## src/rtl/huffman_gen_pkg.sv

```systemverilog
// Shared definitions for the Huffman code generator: FSM state encoding,
// width helpers and the (weight, label) ordering used to pick merge groups.
package huffman_gen_pkg;

  typedef enum logic [2:0] {
    ST_IDLE    = 3'd0,
    ST_READ    = 3'd1,
    ST_CNT_OUT = 3'd2,
    ST_SCAN1   = 3'd3,
    ST_SCAN2   = 3'd4,
    ST_MERGE   = 3'd5,
    ST_DONE    = 3'd6
  } state_e;

  // Ceiling log2; clog2(1) = 0.
  function automatic int unsigned clog2(input int unsigned v);
    int unsigned r;
    r = 0;
    for (int unsigned i = 0; i < 32; i++) begin
      if ((64'd1 << i) < 64'(v)) r = i + 1;
    end
    return r;
  endfunction

  // Labels run 0..2*nsym-2 (leaves, then one new label per merge round).
  function automatic int unsigned label_w(input int unsigned nsym);
    return clog2(2 * nsym);
  endfunction

  // A merged weight can reach nsym * (2^cw - 1).
  function automatic int unsigned weight_w(input int unsigned nsym, input int unsigned cw);
    return cw + clog2(nsym);
  endfunction

  // Group a is smaller than group b: lower weight, or equal weight and larger label.
  function automatic logic grp_less(input logic [31:0] wa, input logic [31:0] la,
                                    input logic [31:0] wb, input logic [31:0] lb);
    return (wa < wb) || ((wa == wb) && (la > lb));
  endfunction

endpackage

```

## src/rtl/huffman_min_scan.sv

```systemverilog
// Sequential minimum tracker over a symbol walk, one element per step.
// Ports: start_i marks the first element of a walk, step_i qualifies an
// element, w_i/lbl_i are its group weight/label, excl_en_i/excl_lbl_i drop
// members of an already-chosen group; min_w_o/min_lbl_o hold the running minimum.
module huffman_min_scan
  import huffman_gen_pkg::*;
#(
  parameter int unsigned WW = 11,
  parameter int unsigned LW = 4
) (
  input  logic          clk,
  input  logic          reset,
  input  logic          start_i,
  input  logic          step_i,
  input  logic [WW-1:0] w_i,
  input  logic [LW-1:0] lbl_i,
  input  logic          excl_en_i,
  input  logic [LW-1:0] excl_lbl_i,
  output logic [WW-1:0] min_w_o,
  output logic [LW-1:0] min_lbl_o
);

  logic          have_q, have_d;
  logic [WW-1:0] min_w_q, min_w_d;
  logic [LW-1:0] min_lbl_q, min_lbl_d;
  logic          cand_ok, take;

  // A new walk discards the previous result; excluded members never qualify.
  always_comb begin
    have_d    = have_q;
    min_w_d   = min_w_q;
    min_lbl_d = min_lbl_q;
    cand_ok   = !(excl_en_i && (lbl_i == excl_lbl_i));
    take      = step_i && cand_ok &&
                (start_i || !have_q ||
                 grp_less(32'(w_i), 32'(lbl_i), 32'(min_w_q), 32'(min_lbl_q)));
    if (step_i && start_i) have_d = 1'b0;
    if (take) begin
      have_d    = 1'b1;
      min_w_d   = w_i;
      min_lbl_d = lbl_i;
    end
  end

  always_ff @(posedge clk or posedge reset) begin
    if (reset) begin
      have_q    <= 1'b0;
      min_w_q   <= '0;
      min_lbl_q <= '0;
    end else begin
      have_q    <= have_d;
      min_w_q   <= min_w_d;
      min_lbl_q <= min_lbl_d;
    end
  end

  assign min_w_o   = min_w_q;
  assign min_lbl_o = min_lbl_q;

endmodule

```

## src/rtl/huffman_gen.sv

```systemverilog
// Histogram accumulator and Huffman code builder by repeated two-minimum merging.
// Ports: in_valid/in_data carry one frame as a contiguous valid run;
// cnt_valid pulses with final counts on cnt; code_valid pulses with final
// right-aligned codes on hc and length masks on mask; busy spans a frame.
module huffman_gen
  import huffman_gen_pkg::*;
#(
  parameter int unsigned NSYM = 6,
  parameter int unsigned DW   = 8,
  parameter int unsigned CW   = 8,
  parameter int unsigned HW   = 8
) (
  input  logic                 clk,
  input  logic                 reset,
  input  logic                 in_valid,
  input  logic [DW-1:0]        in_data,
  output logic                 cnt_valid,
  output logic [NSYM*CW-1:0]   cnt,
  output logic                 code_valid,
  output logic [NSYM*HW-1:0]   hc,
  output logic [NSYM*HW-1:0]   mask,
  output logic                 busy
);

  localparam int unsigned LW = label_w(NSYM);
  localparam int unsigned WW = weight_w(NSYM, CW);
  localparam int unsigned IW = clog2(NSYM);
  localparam logic [CW-1:0] CNT_MAX = '1;

  state_e        state_q, state_d;
  logic [IW-1:0] idx_q, idx_d;
  logic [IW-1:0] round_q, round_d;
  logic [WW-1:0] a_w_q, a_w_d;
  logic [LW-1:0] a_lbl_q, a_lbl_d;
  logic          cnt_valid_q, cnt_valid_d;
  logic          code_valid_q, code_valid_d;
  logic          busy_q, busy_d;

  logic [CW-1:0] cnt_q  [NSYM];
  logic [CW-1:0] cnt_d  [NSYM];
  logic [LW-1:0] g_q    [NSYM];
  logic [LW-1:0] g_d    [NSYM];
  logic [WW-1:0] w_q    [NSYM];
  logic [WW-1:0] w_d    [NSYM];
  logic [HW-1:0] code_q [NSYM];
  logic [HW-1:0] code_d [NSYM];
  logic [HW-1:0] mask_q [NSYM];
  logic [HW-1:0] mask_d [NSYM];

  logic          in_range;
  logic [IW-1:0] sym;
  logic          scan_step, scan_excl_en;
  logic [LW-1:0] scan_excl_lbl, scan_lbl, merge_lbl;
  logic [WW-1:0] scan_w, merge_w;

  assign in_range = (in_data != '0) && (32'(in_data) <= NSYM);
  assign sym      = IW'(32'(in_data) - 32'd1);

  // Scanner result is group A on the first SCAN2 cycle and B during MERGE.
  // A is latched on that first SCAN2 cycle, so exclusion reads the live result then.
  assign scan_step     = (state_q == ST_SCAN1) || (state_q == ST_SCAN2);
  assign scan_excl_en  = (state_q == ST_SCAN2);
  assign scan_excl_lbl = (idx_q == '0) ? scan_lbl : a_lbl_q;

  huffman_min_scan #(
    .WW(WW),
    .LW(LW)
  ) u_scan (
    .clk        (clk),
    .reset      (reset),
    .start_i    (idx_q == '0),
    .step_i     (scan_step),
    .w_i        (w_q[idx_q]),
    .lbl_i      (g_q[idx_q]),
    .excl_en_i  (scan_excl_en),
    .excl_lbl_i (scan_excl_lbl),
    .min_w_o    (scan_w),
    .min_lbl_o  (scan_lbl)
  );

  always_ff @(posedge clk or posedge reset) begin
    if (reset) state_q <= ST_IDLE;
    else       state_q <= state_d;
  end

  // Next-state, histogram and merge datapath.
  always_comb begin
    state_d      = state_q;
    idx_d        = idx_q;
    round_d      = round_q;
    a_w_d        = a_w_q;
    a_lbl_d      = a_lbl_q;
    cnt_valid_d  = 1'b0;
    code_valid_d = 1'b0;
    cnt_d        = cnt_q;
    g_d          = g_q;
    w_d          = w_q;
    code_d       = code_q;
    mask_d       = mask_q;
    merge_lbl    = LW'(NSYM) + LW'(round_q);
    merge_w      = a_w_q + scan_w;

    unique case (state_q)
      ST_IDLE: begin
        if (in_valid) begin
          state_d = ST_READ;
          for (int unsigned k = 0; k < NSYM; k++)
            cnt_d[k] = (in_range && (sym == IW'(k))) ? CW'(1) : '0;
        end
      end
      ST_READ: begin
        if (in_valid) begin
          for (int unsigned k = 0; k < NSYM; k++)
            if (in_range && (sym == IW'(k)) && (cnt_q[k] != CNT_MAX))
              cnt_d[k] = cnt_q[k] + CW'(1);
        end else begin
          state_d     = ST_CNT_OUT;
          cnt_valid_d = 1'b1;
          idx_d       = '0;
          round_d     = '0;
          for (int unsigned k = 0; k < NSYM; k++) begin
            g_d[k]    = LW'(k);
            w_d[k]    = WW'(cnt_q[k]);
            code_d[k] = '0;
            mask_d[k] = '0;
          end
        end
      end
      ST_CNT_OUT: begin
        state_d = ST_SCAN1;
        idx_d   = '0;
      end
      ST_SCAN1: begin
        idx_d = idx_q + IW'(1);
        if (idx_q == IW'(NSYM - 1)) begin
          idx_d   = '0;
          state_d = ST_SCAN2;
        end
      end
      ST_SCAN2: begin
        if (idx_q == '0) begin
          a_w_d   = scan_w;
          a_lbl_d = scan_lbl;
        end
        idx_d = idx_q + IW'(1);
        if (idx_q == IW'(NSYM - 1)) begin
          idx_d   = '0;
          state_d = ST_MERGE;
        end
      end
      ST_MERGE: begin
        // New bit lands just above the current length: the lowest zero of the mask.
        for (int unsigned k = 0; k < NSYM; k++) begin
          if (g_q[k] == a_lbl_q) begin
            code_d[k] = code_q[k] | (~mask_q[k] & ((mask_q[k] << 1) | HW'(1)));
            mask_d[k] = (mask_q[k] << 1) | HW'(1);
            g_d[k]    = merge_lbl;
            w_d[k]    = merge_w;
          end else if (g_q[k] == scan_lbl) begin
            mask_d[k] = (mask_q[k] << 1) | HW'(1);
            g_d[k]    = merge_lbl;
            w_d[k]    = merge_w;
          end
        end
        if (round_q == IW'(NSYM - 2)) begin
          state_d      = ST_DONE;
          code_valid_d = 1'b1;
        end else begin
          round_d = round_q + IW'(1);
          state_d = ST_SCAN1;
        end
      end
      ST_DONE: state_d = ST_IDLE;
      default: state_d = ST_IDLE;
    endcase

    busy_d = (state_d != ST_IDLE);
  end

  always_ff @(posedge clk or posedge reset) begin
    if (reset) begin
      idx_q        <= '0;
      round_q      <= '0;
      a_w_q        <= '0;
      a_lbl_q      <= '0;
      cnt_valid_q  <= 1'b0;
      code_valid_q <= 1'b0;
      busy_q       <= 1'b0;
      for (int unsigned k = 0; k < NSYM; k++) begin
        cnt_q[k]  <= '0;
        g_q[k]    <= '0;
        w_q[k]    <= '0;
        code_q[k] <= '0;
        mask_q[k] <= '0;
      end
    end else begin
      idx_q        <= idx_d;
      round_q      <= round_d;
      a_w_q        <= a_w_d;
      a_lbl_q      <= a_lbl_d;
      cnt_valid_q  <= cnt_valid_d;
      code_valid_q <= code_valid_d;
      busy_q       <= busy_d;
      cnt_q        <= cnt_d;
      g_q          <= g_d;
      w_q          <= w_d;
      code_q       <= code_d;
      mask_q       <= mask_d;
    end
  end

  // Pack the per-symbol registers onto the output buses.
  always_comb begin
    cnt  = '0;
    hc   = '0;
    mask = '0;
    for (int unsigned k = 0; k < NSYM; k++) begin
      cnt[k*CW +: CW]  = cnt_q[k];
      hc[k*HW +: HW]   = code_q[k];
      mask[k*HW +: HW] = mask_q[k];
    end
  end

  assign cnt_valid  = cnt_valid_q;
  assign code_valid = code_valid_q;
  assign busy       = busy_q;

endmodule

```

## config.mk

```make
export PLATFORM = sky130hd
export DESIGN_NAME = huffman_gen
export DESIGN_NICKNAME = d
export VERILOG_FILES = /design/src/rtl/huffman_gen_pkg.sv /design/src/rtl/huffman_min_scan.sv /design/src/rtl/huffman_gen.sv
export SDC_FILE = /design/constraint.sdc
export NUM_CORES = 1
export LEC_CHECK = 0
export ABC_CLOCK_PERIOD_IN_PS = 14300
export CAP_MARGIN = 0
export CORE_UTILIZATION = 45
export CTS_BUF_LIST = sky130_fd_sc_hd__clkbuf_16
export CTS_CLUSTER_SIZE = 28
export DETAILED_ROUTE_END_ITERATION = 10
export GPL_TIMING_DRIVEN = 0
export HOLD_SLACK_MARGIN = 0.05
export PLACE_DENSITY = 0.7
export SLEW_MARGIN = 20
export SYNTH_ARGS = -nofsm -noshare
export SYNTH_HDL_FRONTEND = slang
export SYNTH_SLANG_ARGS = --single-unit
```

## constraint.sdc

```tcl
create_clock -name clk -period 14.3 [get_ports clk]
set_input_delay 4.29 -clock clk [delete_from_list [all_inputs] [get_ports clk]]
set_output_delay 4.29 -clock clk [all_outputs]
set_load 0.01 [all_outputs]
```

==> results of run 1 <==
[layer usage]
layer / vias to the layer above / global-route usage (%) / wire length, um
li1: 5386 / - / -
met4: 0 / 6.609 / 787
met2: 412 / 41.86 / 19010
met5: - / 0 / 0
met1: 5914 / 38.04 / 18660
met3: 56 / 4.983 / 2975
[report_power, final]
part	internal (mW)	switching, mW	total [mW]
logic	0.660	0.888	1.55
registers	1.00	0.197	1.20
clock network	0.450	0.339	0.789
total	2.12	1.42	3.54
[critical path, cell delays in order]
cell,delay (ns)
clkdlybuf4s50_1,0.53
nand2b_1,0.21
nand2_1,0.22
clkbuf_1,0.36
nor2_1,0.72
or3_1,0.20
clkbuf_1,0.23
buf_2,0.33
buf_2,0.31
o22ai_1,0.11
[state kept, by name, indices dropped and copies added (netlist names), 4 cells and up]
name and flops:
hc 48, a_w_q 11, w_q 66, a_lbl_q 4
u_scan.min_lbl_o 4, mask 48, g_q 24, cnt 48
u_scan.min_w_o 11
[metrics by stage]
step | cells | util (%)
after global placement | 1986 | 52.99
final | 2043 | 56.62
after floorplan | 1439 | -
after detailed placement | 1989 | 53.29
after CTS | 2043 | 56.62
after global routing | 2043 | 56.62
[cell families (layout without fill, tap and decap cells)]
| kind of cell | after synthesis | in the layout | synth area share [%] |
|---|---|---|---|
| fa+ha+maj | 36 | 36 | 3.316 |
| flops | 277 | 277 | 50.19 |
| simple gates | 437 | 437 | 14.49 |
| xor+xnor | 85 | 85 | 5.390 |
| compound gates | 347 | 347 | 14.53 |
| mux | 76 | 76 | 7.039 |
| buf+inv | 181 | 395 | 5.055 |
[placed cells by master, fill, tap and decap left out, drive strengths merged, types with 3 or more instances in the layout]
| cell | Yosys | final |
|---|---|---|
| nand4 | 24 | 24 |
| nand3b | 3 | 3 |
| a32o | 3 | 3 |
| nand2 | 88 | 88 |
| nor2 | 186 | 186 |
| a31oi | 56 | 56 |
| dfrtp | 277 | 277 |
| o41ai | 3 | 3 |
| o211ai | 5 | 5 |
| o22ai | 9 | 9 |
| nand2b | 8 | 8 |
| clkinv | 1 | 11 |
| o31ai | 4 | 4 |
| o21a | 4 | 4 |
| a21oi | 118 | 118 |
| ha | 35 | 35 |
| or3 | 14 | 14 |
| clkbuf | 62 | 93 |
| mux2 | 39 | 39 |
| and3 | 10 | 10 |
| a21o | 7 | 7 |
| mux2i | 24 | 24 |
| xor2 | 28 | 28 |
| nor3 | 13 | 13 |
| nor2b | 8 | 8 |
| inv | 97 | 100 |
| o21ai | 114 | 114 |
| buf | 21 | 24 |
| clkdlybuf4s50 | 0 | 157 |
| a2111oi | 3 | 3 |
| mux4 | 13 | 13 |
| nand3 | 68 | 68 |
| xnor2 | 57 | 57 |
| nor4 | 3 | 3 |
| clkinvlp | 0 | 7 |
| a211oi | 5 | 5 |
| nor3b | 3 | 3 |
| bufinv | 0 | 3 |
[layout make-up]
cell class | instances | area [um^2] | area share [%]
Inverter | 98 | 375.4 | 2.213
Clock inverter | 23 | 224.0 | 1.320
Clock buffer | 31 | 775.7 | 4.574
Sequential cell | 277 | 6932 | 40.87
Buffer | 83 | 330.3 | 1.947
Multi-Input combinational cell | 981 | 6182 | 36.45
Tap cell | 390 | 488.0 | 2.877
Timing Repair Buffer | 160 | 1654 | 9.752
[path summary, 6_finish.rpt]
check	endpoint	from	cells after the start	slack (ns)
setup / recovery	w_q[31]$_DFFE_PP0P_	in_valid	10	7.15
hold / removal	a_w_q[3]$_DFFE_PP0P_	a_w_q[3]$_DFFE_PP0P_	2	0.49
setup reg to reg	u_scan.min_w_o[10]$_DFFE_PP0P_	idx_q[0]$_DFFE_PP0P_	16	9.75
hold reg to reg	a_w_q[3]$_DFFE_PP0P_	a_w_q[3]$_DFFE_PP0P_	2	0.49
max in group asynchronous	mask[36]$_DFFE_PP0P_	reset	4	9.17
min in group asynchronous	cnt[37]$_DFFE_PP0P_	reset	3	4.27
==> flow_summary.yaml, run 1 <==
yosys:
  synth_cell_types: 65
  synth-seq-cells: 277
  synth-seq-area-share_pct: 50.19
  synth_nets: 1486
  yosys-top-cells-area: "dfrtp_1 50%, nor2_1 5.0%, a21oi_1 4.3%, o21ai_0 4.1%, xnor2_1 3.6%"
  synth_common_cells: "277 x dfrtp_1, 185 x nor2_1, 118 x a21oi_1"
  synth.largest_area_cell: "dfrtp_1"
  synth_top_area_share_pct: 50.19
  synth_most_common_cell: "dfrtp_1"
  ys.flop_type: "dfrtp_1"
  postSynthCellCount: 1439
  yosys_warnings: 0
  synth_edf_count: 0
  synth_area_mm2: 0.01381
  avgSynthCellArea_um2: 9.598
  async_flop_share_pct: 100.0
power_and_ir_drop:
  vdd_drop_max_mv: 0.09824
  p_leak_nw: 7.256
  powerDensity_mw_per_mm2: 208.6
  power_mw: 3.539
routing:
  drc: 0
  wirelength_um: 41430
  vias: 11770
  vias_per_cell: 5.760
  drtIter0Drc: 1058
  wl_per_cell_um: 20.28
  firstDrtPassIters: 5
  ant_nets: 0
finish:
  diodes: 0
  fin_nets: 1678
  fillers: 2655
  syn_to_final_growth_pct: 22.80
  drive_gt1_share_pct: 7.864
  final_cell_area_mm2: 0.01696
placement:
  pre_cts_ws_ns: 6.666
  hpwl_um: 29710
  place_area_mm2: 0.01596
  portBuffers: 157
  gp_congestion: 0.9059
timing:
  setup_ws_ns: 7.151
  fmax_mhz: 139.9
  slew_viol_final: 0
  rsz0062_at_grt: "false"
  setup-tns-final_ns: 0
  min_period_over_period_pct: 49.99
  finalSetupViolations: 0
  worst_pin_slew_ns: 1.170
  clock_skew_ns: 0.01301
  fin_crit_ns: 7.149
  fin_hold_ws_ns: 0.4938
  slew_headroom_pct: 21.68
  hold_viol_final: 0
cts:
  path_clk_slew_ns: 0.07
  post-cts-setup-buffers: 0
  cts_resized: 0
  cts_num_sinks: 277
  cts_buffers: 30
  insertion_delay_ns: 0.56
  cts_tree: "done"
  cts-root-buf: "clkbuf_16"
  ctsHoldBuffers: 0
  cts.path.max_buffers: 3
  htreeDepth: 1
global_route:
  grt_start_max_net_pins: 100
  antenna_found_initial: 0
  grt_overflow: 0
  grt_pass1_vias: 11680
  grt_use_total_pct: 26.70
  grt_first_pass_wirelength_um: 65410
floorplan:
  core_area_mm2: 0.02995
  fp-row-count: 63
  die_w_um: 177.2
  ios: 158
  die-area_mm2: 0.03140
  initial_utilization_pct: 46.11
  die_y_um: 177.2
setup_path:
  crit_fanout: 10
  critPathKind: "primary input to flip-flop"
  start_kind: "primary input"
  cp-end-kind: "flip-flop"
  required_ns: 14.68
  cp_data_arrival_time_ns: 7.53
flow_run:
  maxCapViolCount: 0
min_path:
  min_path_type: "flip-flop to flip-flop"
status:
  outcome: "complete, no violations"
(Power assumes the default switching activity.)
==> inputs of run 2 (changes only) <==
ABC_CLOCK_PERIOD_IN_PS = 6800   (was 14300)
clock period = 6.8 ns   (was 14.3 ns; I/O delays follow)
==> flow_summary.yaml, run 2 (same netlist as run 1, synthesis figures left out) <==
finish:
  drive_gt1_share_pct: 7.530
  diodes: 0
  stdcell_count: 2050
  multi_input_area_mm2: 0.006185
  fillers: 2624
  top_register: "w_q"
  fin_nets: 1686
  regArea_mm2: 0.006932
  largest_reg_flops: 66
  syn_to_final_growth_pct: 23.13
  final_common_cell: "dfrtp_1"
  fin_util_pct: 56.78
  final_cell_mix: "277 x dfrtp_1, 184 x nor2_1, 157 x clkdlybuf4s50_1, 118 x a21oi_1, 112 x o21ai_0"
setup_path:
  cp-end-kind: "flip-flop"
  critical_path.top_delay_family: "buffers and inverters"
  cp_num_buf_inv: 5
  slowest_stage: "nor2_1"
  start_kind: "primary input"
  cp_data_arrival_time_ns: 5.24
  crit_fanout: 10
  required_ns: 7.21
  cp_cell_sequence: "clkdlybuf4s50_1 -> nand2b_1 -> nand2_1 -> clkbuf_1 -> nor2_1 -> or3_1 -> clkbuf_1 -> buf_2 -> buf_2 -> o22ai_1"
  slowest_delay_ns: 0.63
  critPathKind: "primary input to flip-flop"
cts:
  cts_num_sinks: 277
  cts-root-buf: "clkbuf_16"
  post-cts-setup-buffers: 0
  insertion_delay_ns: 0.59
  path_clk_slew_ns: 0.06
  ctsHoldBuffers: 0
  cts_buffers: 30
  htreeDepth: 1
  cts.path.max_buffers: 3
  cts_tree: "done"
  cts_resized: 0
routing:
  drc: 0
  wirelength_um: 41610
  vias: 11930
  ant_nets: 0
  wl_per_cell_um: 20.30
  drtIter0Drc: 1025
  firstDrtPassIters: 5
  vias_per_cell: 5.819
placement:
  hpwl_um: 30550
  portBuffers: 157
  gp_congestion: 0.8849
  dp_cells: 1997
timing:
  clock_skew_ns: 0.04653
  hold_viol_final: 0
  finalSetupViolations: 0
  rsz0062_at_grt: "false"
  min_period_over_period_pct: 70.99
  slew_viol_final: 0
  slew_headroom_pct: 24.80
  worst_pin_slew_ns: 1.119
  fmax_mhz: 207.1
  fin_crit_ns: 4.828
power_and_ir_drop:
  power.net_switching_mw: 2.967
  pwr-share-clk_pct: 20.2
  p_leak_nw: 7.332
  vdd_drop_max_mv: 0.2104
  p_int_mw: 4.306
  pwr-share-seq_pct: 34.8
  switching_share_pct: 40.80
  p_comb_share_pct: 45.0
  powerDensity_mw_per_mm2: 427.7
global_route:
  grt_overflow: 0
  grt_pass1_vias: 11670
  grt_first_pass_wirelength_um: 66340
  grt_start_max_net_pins: 35
  grt_use_total_pct: 27.10
  antenna_found_initial: 0
floorplan:
  initial_utilization_pct: 46.11
  die_w_um: 177.2
  die-area_mm2: 0.03140
  die_y_um: 177.2
  core_area_mm2: 0.02995
  ios: 158
  fp-row-count: 63
min_path:
  min_path_type: "flip-flop to flip-flop"
status:
  outcome: "complete, no violations"
flow_run:
  maxCapViolCount: 0
run 2: changes by cell type in the layout (fill, tap and decap cells not counted), sizes merged:
cell      delta
inv          +9
buf          +8
clkinvlp     -5
bufinv       -3
clkbuf       -1
clkinv       -1
run 2: power by group through the flow:
stage | Combinational [mW] | Clock, mW | Sequential, mW
global placement | 3.14 | 0 | 2.53
finish | 3.27 | 1.47 | 2.53
global route | 3.59 | 1.55 | 2.58
CTS | 3.25 | 1.49 | 2.52
detailed placement | 3.23 | 0 | 2.54
floorplan | 2.08 | 0 | 2.48
run 2: metrics by stage:
step	cell area [um^2]	setup WS (ns)	hold WS (ns)	TNS, ns	power, mW
floorplan	13820	1.095	0.4563	0	4.559
global placement	15880	-0.9952	0.4722	-266.96	5.671
detailed placement	16130	1.483	0.4860	0	5.763
CTS	17000	2.044	0.4993	0	7.262
global route	17010	1.864	0.5130	0	7.723
finish	17010	1.972	0.4927	0	7.273
run 2: worst min-delay path, stage by stage, from the launching register on:
cell	delay (ns)
dfrtp_1	0.34
a31oi_1	0.04
nor2_1	0.07
run 2: path summary, 6_finish.rpt:
kind | startpoint | endpoint | slack (ns) | depth (start not counted)
setup / recovery | in_valid | w_q[31]$_DFFE_PP0P_ | 1.97 | 10
hold / removal | hc[29]$_DFFE_PP0P_ | hc[29]$_DFFE_PP0P_ | 0.49 | 2
setup reg to reg | idx_q[0]$_DFFE_PP0P_ | u_scan.min_w_o[4]$_DFFE_PP0P_ | 2.21 | 16
hold reg to reg | hc[29]$_DFFE_PP0P_ | hc[29]$_DFFE_PP0P_ | 0.49 | 2
max in group asynchronous | reset | g_q[7]$_DFFE_PP0P_ | 3.82 | 6
min in group asynchronous | reset | w_q[49]$_DFFE_PP0P_ | 1.82 | 2
run 2: area by class of cell:
type | count | share of cell area, %
sequential | 277 | 40.76
multi-input combinational | 981 | 36.37
timing repair buffer | 168 | 10.76
clock buffer | 30 | 4.414
tap | 390 | 2.869
inverter | 98 | 2.185
buffer | 83 | 1.942
clock inverter | 23 | 0.7063
run 2: routing by layer:
layer	GRT usage, %	vias up	share of wire, %
li1	-	5399	-
met1	38.89	5992	44
met2	42.55	455	46
met3	4.188	83	6.9
met4	7.364	0	2.6
met5	0	-	0
==> inputs of run 3 (changes only) <==
ABC_CLOCK_PERIOD_IN_PS = 4500   (was 6800)
clock period = 4.5 ns   (was 6.8 ns; I/O delays follow)
==> flow_summary.yaml, run 3 (same netlist as run 1, synthesis figures left out) <==
floorplan:
  core_area_mm2: 0.02995
  ios: 158
  die-area_mm2: 0.03140
  initial_utilization_pct: 46.11
  die_y_um: 177.2
  die_w_um: 177.2
  fp-row-count: 63
setup_path:
  reg2reg_to: "u_scan.min_w_o[3]$_DFFE_PP0P_"
  endpoint: "w_q[31]$_DFFE_PP0P_"
  cp_cell_sequence: "clkdlybuf4s50_1 -> nand2b_1 -> nand2_1 -> clkbuf_1 -> nor2_1 -> or3_1 -> clkbuf_1 -> buf_2 -> buf_2 -> o22ai_1"
  critPathKind: "primary input to flip-flop"
  path_depth: 10
  cp_num_buf_inv: 5
  required_ns: 4.91
  cp-end-kind: "flip-flop"
  slowest_stage: "nor2_1"
  r2r_cells: 14
  slowest_delay_ns: 0.65
  crit_fanout: 10
  regToRegSetupSlack_ns: 0.45
  cp-startpoint: "in_valid"
  critical_path.top_delay_family: "buffers and inverters"
  start_kind: "primary input"
  r2r_start: "idx_q[0]$_DFFE_PP0P_"
  cp_data_arrival_time_ns: 4.59
routing:
  drc: 0
  wl_per_cell_um: 20.36
  drtIter0Drc: 970
  firstDrtPassIters: 5
  vias: 11910
  ant_nets: 0
  vias_per_cell: 5.806
  wirelength_um: 41760
finish:
  diodes: 0
  syn_to_final_growth_pct: 23.23
  fin_util_pct: 56.82
  final_cell_mix: "277 x dfrtp_1, 184 x nor2_1, 157 x clkdlybuf4s50_1, 118 x a21oi_1, 111 x o21ai_0"
  fin_nets: 1687
  final_common_cell: "dfrtp_1"
  drive_gt1_share_pct: 7.646
  top_register: "w_q"
  largest_reg_flops: 66
timing:
  rsz0062_at_grt: "false"
  fin_crit_ns: 4.178
  fmax_mhz: 239.4
  hold_viol_final: 0
  finalSetupViolations: 0
  slew_viol_final: 0
  clock_skew_ns: 0.04607
  min_period_over_period_pct: 92.84
  worst_pin_slew_ns: 1.138
  slew_headroom_pct: 23.56
status:
  outcome: "complete, no violations"
power_and_ir_drop:
  powerDensity_mw_per_mm2: 648.3
  p_leak_nw: 7.340
  vdd_drop_max_mv: 0.3206
  power_mw: 11.03
cts:
  cts_num_sinks: 277
  cts_tree: "done"
  htreeDepth: 1
  ctsHoldBuffers: 0
  cts_buffers: 30
  insertion_delay_ns: 0.59
  cts-root-buf: "clkbuf_16"
  path_clk_slew_ns: 0.06
  cts.path.max_buffers: 3
placement:
  portBuffers: 157
  hpwl_um: 30550
  gp_congestion: 0.8849
global_route:
  grt_pass1_vias: 11670
  grt_first_pass_wirelength_um: 66340
  grt_use_total_pct: 27.10
  antenna_found_initial: 0
  grt_start_max_net_pins: 35
  grt_overflow: 0
flow_run:
  maxCapViolCount: 0
min_path:
  holdPathStages: 2
  min_path_type: "flip-flop to flip-flop"
run 3: worst min-delay path by stage:
stage,startpoint,to
after floorplan,a_w_q[0]$_DFFE_PP0P_,a_w_q[0]$_DFFE_PP0P_
after global placement,a_w_q[3]$_DFFE_PP0P_,a_w_q[3]$_DFFE_PP0P_
after detailed placement,hc[7]$_DFFE_PP0P_,hc[7]$_DFFE_PP0P_
after CTS,hc[11]$_DFFE_PP0P_,hc[11]$_DFFE_PP0P_
after global routing,w_q[52]$_DFFE_PP0P_,w_q[52]$_DFFE_PP0P_
final,hc[29]$_DFFE_PP0P_,hc[29]$_DFFE_PP0P_
run 3: through the flow:
stage	instances	instance area (um^2)	hold slack, ns	setup TNS [ns]	worst slack, ns
final	2051	17020	0.4927	0	0.3223
after global routing	2051	17020	0.5130	0	0.1705
after CTS	2050	17010	0.4993	0	0.03739
after detailed placement	1997	16130	0.4860	-1.206	-0.1270
after global placement	1986	15880	0.4722	-714.53	-2.605
after floorplan	1439	13820	0.4563	-142.75	-0.5154
run 3: power breakdown:
part           total [mW]  internal [mW]  switching (mW)  leakage [nW]
clock network        2.24           1.20            1.03         0.470
logic                4.97           2.14            2.84          3.25
registers            3.82           3.19           0.631          3.62
run 3: metal layers:
| layer | routed length, um | global-route usage (%) | up-vias |
|---|---|---|---|
| met5 | 0 | 0 | - |
| met2 | 19200 | 42.55 | 443 |
| met3 | 2862 | 4.188 | 79 |
| met4 | 1088 | 7.364 | 0 |
| li1 | - | - | 5392 |
| met1 | 18610 | 38.89 | 5994 |
run 3: worst register-to-register path, delay by kind of cell (launching register included):
family	cells	cell delay (ns)
AO/OA/AOI/OAI	4	0.82
flip-flops	1	0.33
AND/OR/NAND/NOR	2	0.13
adder cells (fa/ha/maj)	1	0.40
buffers and inverters	5	1.33
multiplexers	2	0.92
run 3: cell type report:
cell class,instances,area [um^2]
buffer,83,336.6
clock buffer,30,750.7
clock inverter,23,120.1
fill,2621,12930
inverter,98,371.6
multi-input combinational,981,6185
sequential,277,6932
tap,390,488.0
timing repair buffer,169,1837
run 3: what timing repair did:
action	4_1_cts	5_1_grt
pin swaps	0	1
endpoints found under the setup margin	8	15
resized for setup	1	3
buffers inserted	0	1
endpoints found under the hold margin	0	0
